File: config.mk
export PLATFORM = sky130hd
export DESIGN_NAME = hazard_ctrl
export DESIGN_NICKNAME = d
export VERILOG_FILES = /design/src/rtl/hazard_ctrl.sv
export SDC_FILE = /design/constraint.sdc
export NUM_CORES = 1
export LEC_CHECK = 0
export CAP_MARGIN = 20
export CORE_MARGIN = 3
export CORE_UTILIZATION = 49
export DETAILED_ROUTE_END_ITERATION = 12
export PLACE_DENSITY = 0.8
export SKIP_LAST_GASP = 1
export SYNTH_ARGS = -nofsm -noshare
export SYNTH_HDL_FRONTEND = slang
export SYNTH_SLANG_ARGS = --single-unit
File: constraint.sdc
create_clock -name clk -period 2.61 [get_ports clk]
set_input_delay 0.261 -clock clk [delete_from_list [all_inputs] [get_ports clk]]
set_output_delay 0.261 -clock clk [all_outputs]
set_load 0.02 [all_outputs]
File: src/rtl/hazard_ctrl.sv
// Read-port hazard scheduler beside ID: shadow EX/MEM/WB writer slots drive stall/bubble,
// EX operand-forward selects and a saturating stall counter. Forwarding enabled by HAZARD_FORWARD_EN.
module hazard_ctrl #(
  parameter int REG_AW = 5,
  parameter int CNT_W  = 32
) (
  input  logic              clk,
  input  logic              rst_n,
  input  logic              id_valid,
  input  logic [REG_AW-1:0] id_rs,
  input  logic [REG_AW-1:0] id_rt,
  input  logic              id_use_rs,
  input  logic              id_use_rt,
  input  logic              id_wr_en,
  input  logic [REG_AW-1:0] id_wd,
  input  logic              id_is_load,
  input  logic              flush,
  input  logic              mem_hold,
  output logic              stall,
  output logic              bubble,
  output logic [1:0]        fwd_a,
  output logic [1:0]        fwd_b,
  output logic [CNT_W-1:0]  stall_cnt
);

  typedef struct packed {
    logic              v;
    logic              wr;
    logic [REG_AW-1:0] wd;
    logic              ld;
  } slot_t;

  slot_t ex_slot, mem_slot, wb_slot;

  logic       ex_a, ex_b, mem_a, mem_b;
  logic       hazard;
  logic [1:0] fa_raw, fb_raw;
  logic       cnt_inc;

  // $0 is hardwired zero, so a writer to it can never be a real producer.
  function automatic logic slot_match(input slot_t s, input logic [REG_AW-1:0] r,
                                      input logic use_r);
    return s.v && s.wr && (s.wd == r) && (r != '0) && use_r;
  endfunction

  assign ex_a  = slot_match(ex_slot,  id_rs, id_use_rs);
  assign ex_b  = slot_match(ex_slot,  id_rt, id_use_rt);
  assign mem_a = slot_match(mem_slot, id_rs, id_use_rs);
  assign mem_b = slot_match(mem_slot, id_rt, id_use_rt);

`ifdef HAZARD_FORWARD_EN
  // Only a load in EX cannot be bypassed; EX result wins over the older MEM result.
  assign hazard = (ex_a || ex_b) && ex_slot.ld;
  assign fa_raw = (ex_a && !ex_slot.ld) ? 2'b01 : (mem_a ? 2'b10 : 2'b00);
  assign fb_raw = (ex_b && !ex_slot.ld) ? 2'b01 : (mem_b ? 2'b10 : 2'b00);

  logic unused_state;
  assign unused_state = ^{wb_slot, mem_slot.ld};
`else
  // No bypass paths: wait until the producer has left MEM.
  assign hazard = ex_a || ex_b || mem_a || mem_b;
  assign fa_raw = 2'b00;
  assign fb_raw = 2'b00;

  logic unused_state;
  assign unused_state = ^{wb_slot, mem_slot.ld, ex_slot.ld};
`endif

  assign stall   = (hazard && id_valid && !flush) || mem_hold;
  assign bubble  = ((hazard && id_valid) || flush) && !mem_hold;
  assign fwd_a   = bubble ? 2'b00 : fa_raw;
  assign fwd_b   = bubble ? 2'b00 : fb_raw;
  assign cnt_inc = hazard && id_valid && !flush && !mem_hold;

  // WB never affects outputs: the register file writes before it reads.
  always_ff @(posedge clk or negedge rst_n) begin
    if (!rst_n) begin
      ex_slot   <= '0;
      mem_slot  <= '0;
      wb_slot   <= '0;
      stall_cnt <= '0;
    end else if (!mem_hold) begin
      wb_slot  <= mem_slot;
      mem_slot <= ex_slot;
      if (id_valid && !bubble) begin
        ex_slot <= '{v: 1'b1, wr: id_wr_en, wd: id_wd, ld: id_is_load};
      end else begin
        ex_slot <= '0;
      end
      if (cnt_inc && (stall_cnt != {CNT_W{1'b1}})) begin
        stall_cnt <= stall_cnt + 1'b1;
      end
    end
  end

endmodule

### Word level (Yosys, flattened, before mapping)

Cells that the tools add are included.

| operators by class | value |
|---|---|
| $add $sub $neg | 1 |
| equal/unequal tests | 5 |
| multiplexer cells | 1 |
| bitwise operators | 1 |
| reductions and logical operators | 31 |

Operator list:

| cell | number |
|---|---|
| 32-bit by 1-bit adder with 32-bit output (second input constant) | 1 |
| 32-bit inequality test (second input constant) | 1 |
| 5-bit == test | 4 |
| 1-bit logical AND | 20 |
| 5-bit nonzero test | 2 |
| 8-bit 2-to-1 mux | 1 |
| 1-bit logical OR | 5 |
| 1-bit logical NOT | 3 |
| 2-bit AND reduction | 1 |
| 1-bit inverter | 1 |

| word-level totals | value |
|---|---|
| register bits after elaboration | 46 |
| input port bits | 24 |
| output and inout bits | 38 |

### Longest topological paths before layout

| depth | value |
|---|---|
| word-level depth | 13 |
| depth in mapped cells | 8 |
| mapped depth without buffers | 7 |

### Worst setup path before layout

No wires, ideal clock.

| timing path | value |
|---|---|
| kind | reg-to-reg |
| start | register stall_cnt[0] |
| end | register stall_cnt[30] |
| arrival | 2.045 ns |
| required time | 2.530 ns |
| setup slack | 0.485 ns |
| stages on the path, launching flop included | 9 |
| path buffers | 1 |
| clock period less this slack | 2.125 ns |
| cells stage by stage | dfrtp_1 > ha_1 > nand2_1 > and4bb_4 > and4_4 > buf_6 > or4_4 > nor2_2 > xor2_1 |

| between the ends | value |
|---|---|
| longest elaborated chain between the ends | 3 |

RTL lines:

| what | line | RTL |
|---|---|---|
| from (decl) | 23 | `output logic [CNT_W-1:0] stall_cnt` |
| from (signal assigned) | 91 | `stall_cnt <= stall_cnt + 1'b1;` |
| branches (longest 3 deep; another with 32-bit by 1-bit adder with 32-bit output) | -- |  |

Parallel ways; which one is timed is not known.
A chain may end at the register's enable or synchronous reset.

### Worst setup path in the final report

| timing path | value |
|---|---|
| start | input port id_rs[1] |
| end | output port bubble |

| between the ends | value |
|---|---|
| longest elaborated chain between the ends | 10 |

RTL lines:

| what | line | RTL |
|---|---|---|
| from (decl) | 10 | `input logic [REG_AW-1:0] id_rs,` |
| 5-bit == test | 43 | `return s.v && s.wr && (s.wd == r) && (r != '0) && use_r;` |
| 1-bit logical AND (3 in a row) | 43 |  |
| 1-bit logical OR | 61 | `assign hazard = ex_a \|\| ex_b \|\| mem_a \|\| mem_b;` |
| 1-bit logical OR (*) (2 in a row) | 61 |  |
| 1-bit logical AND (*) | 70 | `assign bubble = ((hazard && id_valid) \|\| flush) && !mem_hold;` |
| 1-bit logical OR (*) | 70 |  |
| 1-bit logical AND (*) | 70 |  |
| to (decl) | 20 | `output logic bubble,` |

Mark *: on every way between the ends. The rest lies on a longest branch, timed or not.

==> results.sh <==
export IMPL_synthXorXnorAreaFrac_pct=17.6
export IMPL_switching_share_pct=23.8
export IMPL_synth_warnings=0
export IMPL_grt_setup_unrepaired="false"
export IMPL_syn_inst=233
export IMPL_final_antenna_net_count=0
export IMPL_initial_core_util_pct=52.3
export IMPL_synthMuxAreaShare_pct=3.55
export IMPL_htree_levels=2
export IMPL_crit_type="in -> out"
export IMPL_cp_start_kind="primary input"
export IMPL_syn_to_final_growth_pct=29.4
export IMPL_portBuffers=56
export IMPL_wl_per_cell_um=14.7
export IMPL_crit_required_ns=2.35
export IMPL_gr_total_overflow=0
export IMPL_num_antenna_cells=0
export IMPL_r2r_slack_ns=0.40
export IMPL_synth_compound_area_share_pct=4.44
export IMPL_grt_total_usage_pct=19.1
export IMPL_cts_sinks=46
export IMPL_syn_avg_cell_area_sq_um=10.9
export IMPL_p_comb_share_pct=10.7
export IMPL_clockBufferDepth=2
export IMPL_routabilityCongestion=0.869
export IMPL_drtIter0Drc=103
export IMPL_die_w_um=77.9
export IMPL_critPathMaxFanout=3
export IMPL_ir_worst_vdd_uv=278
export IMPL_nNetsFinal=324
export IMPL_dpl_hpwl_um=4010
export IMPL_synth_top_family_by_area="simple AND/OR/NAND/NOR gates"
export IMPL_cp_end_kind="output port"
export IMPL_period_share_pct=92.4
export IMPL_syn_area_sq_um=2540
export IMPL_detail_route_vias_per_cell=5.25
export IMPL_dieArea_sq_um=6080
export IMPL_final_min_clock_period_ns=2.41
export IMPL_power_total_mw=1.29
export IMPL_p_leak_nw=1.59
export IMPL_antenna_found_initial=0
export IMPL_drive_gt1_share_pct=14.7
export IMPL_tns_ns=0
export IMPL_fin_skew_ns=0.00693
export IMPL_clk_pin_slew_ns=0.08
export IMPL_pwr_share_seq_pct=57.7
export IMPL_die_y_um=77.9
export IMPL_pin_count=62
export IMPL_fillers=379
export IMPL_timing_fmax_mhz=415
export IMPL_synth_fa_ha_area_share_pct=0.493
export IMPL_num_vias=1921
export IMPL_grt_pass1_vias=1974
export IMPL_core_area_sq_um=4850
export IMPL_root_buffer="clkbuf_8"
export IMPL_setup_violations=0
export IMPL_yosysSeqAreaShare_pct=45.4
export IMPL_slew_violations=0
export IMPL_whs_ns=0.311
export IMPL_grt_pass1_wl_um=9320
export IMPL_max_cap_viol_count=0
export IMPL_synth_seq_cells=46
export IMPL_mostFrequentLayoutCell="clkdlybuf4s50_1"
export IMPL_pwr_share_clk_pct=31.7
export IMPL_routed_wl_um=5390
export IMPL_synth_simple_area_share_pct=25.4
export IMPL_p_int_mw=0.984
export IMPL_cts_tree="done"
export IMPL_firstDrtPassIters=4
export IMPL_hold_class="in -> async"
export IMPL_placementRows=25
export IMPL_hold_viol_final=0
export IMPL_drc=0
export IMPL_layout_common_cells="clkdlybuf4s50_1, xor2_1, dfrtp_1, nand2_1, nor2_1"
export IMPL_numCtsBuffers=5
export IMPL_clk_latency_ns=0.29
export IMPL_critical_path_arrival_ns=2.15
export IMPL_cts_setup_buffers=0
export IMPL_switching_power_mw=0.307
export IMPL_grt_max_degree=47
export IMPL_p_per_area_nw_per_um2=393
export IMPL_status="finished, final reports clean"
export IMPL_synth_cell_type_count=39
==> synthesized netlist by cell type <==
master / count / area [sq um]
a22oi_1: 2 / 15.0
buf_6: 3 / 33.8
o21bai_1: 1 / 7.51
nand2_1: 17 / 63.8
o22ai_1: 1 / 6.26
nand4_2: 2 / 25.0
nand2b_1: 1 / 6.26
buf_2: 1 / 5.00
or4_4: 1 / 11.3
and4bb_4: 1 / 16.3
or4_1: 2 / 15.0
conb_1: 1 / 3.75
nor3_1: 12 / 60.1
mux2_1: 1 / 11.3
nor2_1: 16 / 60.1
clkbuf_1: 2 / 7.51
and3_4: 2 / 22.5
and4_1: 2 / 17.5
o22a_1: 1 / 8.76
xor2_1: 51 / 447
nand4_1: 3 / 18.8
a21oi_1: 1 / 5.00
nor4b_2: 4 / 60.1
and2_1: 4 / 25.0
o21ai_1: 2 / 10.0
nor4_2: 6 / 75.1
ha_1: 1 / 12.5
dfrtp_1: 46 / 1150
buf_4: 4 / 30.0
or2_2: 1 / 6.26
and4_4: 1 / 11.3
and3_1: 8 / 50.1
mux2_2: 7 / 78.8
nand2_2: 2 / 12.5
a21o_1: 1 / 7.51
nor2_2: 1 / 6.26
a22o_1: 6 / 52.6
nor4_1: 4 / 25.0
nand3_1: 11 / 55.1
==> metal layers <==
layer  global-route usage [%]  wire, um
met5                        0         0
met4                     6.47        93
met3                     3.60       204
met2                     32.0      2620
met1                     24.7      2480
==> power groups by stage <==
stage               combinational, mW  clock, mW  sequential (mW)
floorplan                      0.0651          0            0.755
global placement                0.133          0            0.758
detailed placement              0.134          0            0.759
CTS                             0.134      0.417            0.745
global route                    0.151      0.455            0.747
finish                          0.137      0.409            0.744
==> cell type report <==
| type | instances | area (sq um) | area share (%) |
|---|---|---|---|
| tap | 67 | 83.8 | 2.55 |
| sequential | 46 | 1150 | 35.1 |
| timing repair buffer | 66 | 647 | 19.7 |
| clock buffer | 6 | 72.6 | 2.21 |
| clock inverter | 1 | 7.51 | 0.229 |
| multi-input combinational | 180 | 1320 | 40.2 |
==> final timing paths <==
kind / to / from / cells after the start
max in group asynchronous: ex_slot[5]$_DFFE_PN0N_ / rst_n / 3
hold / removal: stall_cnt[27]$_DFFE_PN0P_ / rst_n / 2
min in group clk: stall_cnt[29]$_DFFE_PN0P_ / stall_cnt[29]$_DFFE_PN0P_ / 1
setup / recovery: bubble / id_rs[1] / 7
setup reg to reg: stall_cnt[1]$_DFFE_PN0P_ / ex_slot[4]$_DFFE_PN0N_ / 7
hold reg to reg: stall_cnt[29]$_DFFE_PN0P_ / stall_cnt[29]$_DFFE_PN0P_ / 1
==> metrics by stage <==
stage	worst slack, ns	util [%]	cell area, sq um	std cells
after CTS	0.00550	67.0	3250	364
after global routing	0.117	67.7	3280	366
after global placement	-0.0389	65.4	3170	357
after detailed placement	-0.0218	65.4	3170	357
after floorplan	0.485	-	2550	236
final	0.199	67.7	3280	366
==> repair_timing <==
| item | 4_1_cts | 5_1_grt |
|---|---|---|
| hold buffers | 0 | 1 |
| resized for setup | 1 | 1 |
| endpoints found under the hold margin | 0 | 4 |
| endpoints found under the setup margin | 1 | 1 |
==> sequential cells by signal, summed over array words and instances, names as in the netlist <==
signal     cells
ex_slot        7
stall_cnt     32
mem_slot       7
==> kinds of logic after synthesis <==
group | count (synthesis)
xor+xnor | 51
mux | 8
buf+inv | 10
simple gates | 101
flops | 46
other cells | 1
fa+ha+maj | 1
compound gates | 15
==> critical path: stages <==
cell             delay, ns
clkdlybuf4s50_1       0.47
or4_1                 0.54
o21ai_1               0.21
o22ai_1               0.15
a21oi_1               0.16
nor2_1                0.05
dlygate4sd2_1         0.31
Note: power is estimated with default switching activity, not from simulation.
